### src/rtl/qam_nco.sv
// Quadrature NCO: phase accumulator + quarter-wave sine ROM with symmetry folding.
// Two-stage en-qualified pipeline; sin_out/cos_out are valid when out_valid is high.
// Optional build macro QAM_NCO_DITHER_EN adds LFSR phase dither before truncation.
module qam_nco #(
    parameter int unsigned PHASE_W   = 16,
    parameter int unsigned LUT_AW    = 8,
    parameter int unsigned OUT_W     = 8,
    parameter int unsigned AMP       = 100,
    parameter int unsigned FTW_RESET = 256
) (
    input  logic                    Clk,
    input  logic                    reset,
    input  logic                    en,
    input  logic [PHASE_W-1:0]      ftw_in,
    input  logic                    ftw_load,
    input  logic [PHASE_W-1:0]      phase_off,
    input  logic                    sync,
    output logic signed [OUT_W-1:0] sin_out,
    output logic signed [OUT_W-1:0] cos_out,
    output logic                    out_valid,
    output logic                    wrap
);

    localparam int Q  = 2 ** (LUT_AW - 2);   // quarter-wave points
    localparam int KW = LUT_AW - 2;          // index-within-quadrant width
    localparam int IW = LUT_AW - 1;          // ROM address width (0..Q)
    localparam int DW = PHASE_W - LUT_AW;    // truncated phase bits

    // Elaboration-time parameter sanity checks
    if (AMP > 2 ** (OUT_W - 1) - 1) begin : g_amp_chk
        $error("qam_nco: AMP exceeds signed OUT_W range");
    end
    if (LUT_AW < 3) begin : g_lut_chk
        $error("qam_nco: LUT_AW must be >= 3");
    end
    if (PHASE_W < LUT_AW) begin : g_phase_chk
        $error("qam_nco: PHASE_W must be >= LUT_AW");
    end

    // round-half-away(AMP * sin(pi*k/(2Q))) in 2^-28 fixed point via Taylor series
    function automatic longint rom_val(input int k);
        longint pi_fx;
        longint x;
        longint x2;
        longint term;
        longint sum;
        longint scaled;
        pi_fx = 64'sd843314857;
        x     = (pi_fx * longint'(k)) / longint'(2 * Q);
        x2    = (x * x) >>> 28;
        term  = x;
        sum   = x;
        for (int n = 1; n <= 10; n++) begin
            term = -(((term * x2) >>> 28) / longint'(4 * n * n + 2 * n));
            sum  = sum + term;
        end
        scaled = sum * longint'(AMP);
        return (scaled + (64'sd1 <<< 27)) >>> 28;
    endfunction

    logic [OUT_W-1:0] rom [Q+1];

    for (genvar g = 0; g <= Q; g++) begin : g_rom
        localparam longint RomVal = rom_val(g);
        assign rom[g] = OUT_W'(RomVal);
    end

    logic [PHASE_W-1:0]      phase_q, phase_d;
    logic [PHASE_W-1:0]      ftw_q, ftw_d;
    logic [PHASE_W:0]        sum_ext;
    logic [PHASE_W-1:0]      look;
    logic [LUT_AW-1:0]       addr;
    logic                    v1_q;
    logic [LUT_AW-1:0]       a1_q;
    logic                    w1_q;
    logic signed [OUT_W-1:0] sin_q, cos_q;
    logic                    out_valid_q, wrap_q;

`ifdef QAM_NCO_DITHER_EN
    logic [15:0]        lfsr_q, lfsr_d;
    logic [PHASE_W-1:0] dith;

    // Dither LFSR next state and zero-extended dither word
    always_comb begin
        lfsr_d = lfsr_q;
        if (en) begin
            lfsr_d = {lfsr_q[14:0], lfsr_q[15] ^ lfsr_q[13] ^ lfsr_q[12] ^ lfsr_q[10]};
        end
        dith = '0;
        for (int i = 0; i < int'(PHASE_W); i++) begin
            dith[i] = (i < DW) && (i < 16) ? lfsr_q[i[3:0]] : 1'b0;
        end
    end

    // LFSR register
    always_ff @(posedge Clk) begin
        if (!reset) begin
            lfsr_q <= 16'hACE1;
        end else begin
            lfsr_q <= lfsr_d;
        end
    end

    assign look = phase_q + phase_off + dith;
`else
    assign look = phase_q + phase_off;
`endif

    assign sum_ext = {1'b0, phase_q} + {1'b0, ftw_q};
    assign addr    = LUT_AW'(look >> DW);

    // Accumulator and tuning-word next state; sync overrides accumulation
    always_comb begin
        phase_d = phase_q;
        if (sync) begin
            phase_d = '0;
        end else if (en) begin
            phase_d = sum_ext[PHASE_W-1:0];
        end
        ftw_d = ftw_load ? ftw_in : ftw_q;
    end

    logic [1:0]       q_s, q_c;
    logic [KW-1:0]    k1;
    logic [IW-1:0]    idx_s, idx_c;
    logic [OUT_W-1:0] mag_s, mag_c;
    logic [OUT_W-1:0] sin_d, cos_d;

    // Quadrant folding of the stage-1 address; cosine is sine one quadrant ahead
    always_comb begin
        k1    = a1_q[KW-1:0];
        q_s   = a1_q[LUT_AW-1 -: 2];
        q_c   = q_s + 2'd1;
        idx_s = q_s[0] ? IW'(Q) - IW'(k1) : IW'(k1);
        idx_c = q_c[0] ? IW'(Q) - IW'(k1) : IW'(k1);
        mag_s = rom[idx_s];
        mag_c = rom[idx_c];
        sin_d = q_s[1] ? -mag_s : mag_s;
        cos_d = q_c[1] ? -mag_c : mag_c;
    end

    // Accumulator, stage-1 and stage-2 registers; only en cycles move the pipeline
    always_ff @(posedge Clk) begin
        if (!reset) begin
            phase_q     <= '0;
            ftw_q       <= PHASE_W'(FTW_RESET);
            v1_q        <= 1'b0;
            a1_q        <= '0;
            w1_q        <= 1'b0;
            sin_q       <= '0;
            cos_q       <= '0;
            out_valid_q <= 1'b0;
            wrap_q      <= 1'b0;
        end else begin
            phase_q <= phase_d;
            ftw_q   <= ftw_d;
            if (en) begin
                v1_q <= 1'b1;
                a1_q <= addr;
                w1_q <= sum_ext[PHASE_W] & ~sync;
                if (v1_q) begin
                    sin_q <= sin_d;
                    cos_q <= cos_d;
                end
            end
            out_valid_q <= en & v1_q;
            wrap_q      <= en & v1_q & w1_q;
        end
    end

    assign sin_out   = sin_q;
    assign cos_out   = cos_q;
    assign out_valid = out_valid_q;
    assign wrap      = wrap_q;

endmodule
### config.mk
export PLATFORM = sky130hd
export DESIGN_NAME = qam_nco
export DESIGN_NICKNAME = d
export VERILOG_FILES = /design/src/rtl/qam_nco.sv
export SDC_FILE = /design/constraint.sdc
export NUM_CORES = 1
export LEC_CHECK = 0
export BUFFER_PORTS_ARGS = -buffer_cell sky130_fd_sc_hd__buf_4
export CORE_UTILIZATION = 50
export DETAILED_ROUTE_END_ITERATION = 10
export GPL_ROUTABILITY_DRIVEN = 0
export HOLD_SLACK_MARGIN = 0.12
export PLACE_DENSITY = 0.79
export RECOVER_POWER = 100
export REMOVE_ABC_BUFFERS = 1
export SYNTH_ARGS = -nofsm -noshare
export SYNTH_HDL_FRONTEND = slang
export SYNTH_SLANG_ARGS = --single-unit
export TNS_END_PERCENT = 5
### constraint.sdc
create_clock -name Clk -period 10.2 [get_ports Clk]
set_clock_uncertainty 0.05 [all_clocks]
set_input_delay 3.06 -clock Clk [delete_from_list [all_inputs] [get_ports Clk]]
set_output_delay 3.06 -clock Clk [all_outputs]
set_load 0.03 [all_outputs]
==> metrics.md <==
| Metric | Value |
|---|---|
| Die Footprint | `about 11000 um^2` |
| WP data required | `roughly 10000 ps` |
| # DRC | `0` |
| Placed cell count | `between 800 and 900` |
| IO Port Bufs | `54` |
| Final nets | `~800` |
| Max-cap violations | `1` |
| Non-filler cells, final | `around 850` |
| DR vias | `5344` |
| Cells after Synth | `between 600 and 700` |
| H-tree levels | `3` |
| Clk slew on worst S/H paths | `70 ps` |
| Area Growth Syn to Fin | `10.9%` |
| Max_slew headroom | `-0.396` |
| CTS tree | `yes` |
| Fin crit period | `~6300 ps` |
| Failing checks | `max-capacitance violations, max-slew violations` |
| Hold-fix buffers at CTS | `0` |
| Number of placed I/O pins | `55` |
| Yosys cell types | `76` |
| First-pass GRT wire length | `~23000 um` |
| Period utilization | `0.619` |
| CP endpoint kind | `flop` |
| Worst Tran Pin Value | `about 2100 ps` |
| Ys flop type | `dfxtp_1` |
| First drt pass iteration count | `5` |
| Type of origin of the critical path | `input port` |
| Worst min-delay path category | `flop to flop` |
| Slowest cell on the critical path | `clkbuf_1` |
| Outcome | `complete, but fails checks` |
| Leak Pwr | `around 0.0025 uW` |
| Share of layout cells above drive strength 1 | `0.103` |
| Total grt overflow | `0` |
| Clock Tree Root | `clkbuf_8` |
| Final HPWL DP | `9880 um` |
| Synth top area share | `0.222` |
| Worst skew pair latency | `about 370 ps` |
| Async SR Flop Fraction | `0` |
| Antenna Cells | `0` |
| CP cell instances | `clkbuf_1 > nand2_1 > nor2_1 > or4b_1 > a31oi_1` |
| Drt via density | `about 6.3` |
| Post-route ant nets | `0` |
| Post-synth EDFFs | `0` |
| Worst-path fanout max | `46` |
| Setup Fix Bufs, Post-CTS | `0` |
| Fin Setup TNS | `0 ps` |
| Critical path's top delay family | `simple AND/OR/NAND/NOR gates` |
| Pins over their slew limit | `47` |
| Achievable Freq | `roughly 160 MHz` |
| Post-synth top area cell | `dfxtp_1` |
| Hold slack | `just over 400 ps` |
| Row cnt | `37` |
| Setup-failing EPs final | `0` |
| Synthesized area | `5410 um^2` |
| Total CTS buffers | `9` |
| Number of global-route vias before repair | `about 5000` |
| VDD IR max | `0.000121 V` |
| Global-route usage over all layers | `0.251` |
| DRT iter0 DRCs | `325` |
| WL/cell | `16.5 um` |
| Sequential fraction of the synthesis area | `0.222` |
| Yosys reg bits | `60` |
| Syn avg cell area | `7.93 um^2` |
| RSZ-0062 raised after global routing | `no` |
| Pin count of the biggest net entering global routing | `between 40 and 50` |
| Critical Path AT | `between 6000 and 7000 ps` |
| Synth area leaders | `dfxtp_1 (22%), ha_1 (11%), mux2i_1 (6.7%)` |
| Final hold violation count | `0` |
| Starting Density | `0.519` |
| Most frequent cells in the layout | `nor2_1 (67), dfxtp_1 (60), ha_1 (49)` |
| Longest Clk Path Bufs | `2` |
| Drt total wl | `~14000 um` |
| Most common cell after layout, fill and taps aside | `nor2_1` |
| Initial antenna violation count | `0` |
| Core Box Area | `10400 um^2` |
| Yosys warning count | `0` |
| CTS resizes | `0` |
| PwrDens | `~140 nW/um^2` |
| Die Width | `106 um` |
| Clock sinks | `60` |
| Die height | `~110 um` |
| CP max stage delay | `1460 ps` |
| Buf/Inv on CP | `1` |
| Crit Path Class | `input port to flop` |
-- synth_stat cells, drive strengths merged (7+ instances only) --
master and instances:
nand3 25, ha 49, and3 7, mux2i 36, buf 19, or2 9, nor2b 11, o21ai 30
xor2 16, a21o 11, xnor2 14, o31ai 15, nand3b 9, nor2 67, a21oi 44, nor3 23
clkbuf 24, a211oi 14, o211ai 7, dfxtp 60, inv 18, a31oi 12, nand2 40, or3 15
-- power by group --
group	internal [uW]	leakage, uW	switching (uW)
clock network	162	0.000117	97.2
logic	130	0.00193	212
registers	248	0.000491	15.5
-- registers in the layout, summed over array words and instances (netlist names) --
register   cells
ftw_q         16
sin_out        8
out_valid      1
w1_q           1
wrap           1
cos_out        8
a1_q           8
v1_q           1
phase_q       16
-- per-stage QoR --
stage          setup slack [ps]  power, uW   util  instance area [um^2]
3_3_place_gp               4720        594  0.561                  5840
3_5_place_dp               4590        607  0.561                  5840
2_1_floorplan              5080        511      -                  5220
5_1_grt                    3650        914  0.575                  5990
4_1_cts                    4930        865  0.583                  6070
6_report                   3890        865  0.575                  5990
-- area by class of cell --
type	count	area, um^2
Fill cell	929	4420
Multi-Input combinational cell	560	3950
Sequential cell	60	1200
Timing Repair Buffer	60	372
Tap cell	136	170
Clock buffer	11	131
Clock inverter	5	100
Inverter	19	71.3
-- path summary, 6_finish.rpt --
kind	startpoint	endpoint	slack [ps]	cells after the start
worst min register to register	w1_q	wrap	410	2
worst max-delay path	en	sin_out[5]	3890	5
worst min-delay path	w1_q	wrap	410	2
worst max register to register	a1_q[0]	cos_out[1]	5190	14
-- worst reg2reg max path, cell delays in order, from the launching register on --
cell       delay [ps]
dfxtp_1           300
buf_4             220
inv_1             490
ha_1              660
nor3_1            210
nor2_1            670
clkinv_1          490
o221a_2           400
a2111oi_0         400
o21ai_1           220
ha_1              330
nor2_1             40
a311oi_1          280
a21oi_1            70
nor2_1            100
-- per-layer routing --
metal | GRT usage | up-vias | wire [um]
li1 | - | 2615 | -
met1 | 0.308 | 2511 | 6060
met2 | 0.433 | 191 | 6930
met3 | 0.0405 | 27 | 737
met4 | 0.103 | 0 | 310
met5 | 0 | - | 0
-- cells by family (layout without fill, tap and decap cells) --
family                   after synthesis  in the layout  share of synthesized area
multiplexers                          38             38                     0.0708
XOR/XNOR                              30             30                     0.0500
buffers and inverters                 62             95                     0.0477
AO/OA/AOI/OAI                        197            197                      0.257
AND/OR/NAND/NOR                      245            245                      0.236
flip-flops                            60             60                      0.222
adder cells (fa/ha/maj)               50             50                      0.117
Power figures use the tool's default switching activity.
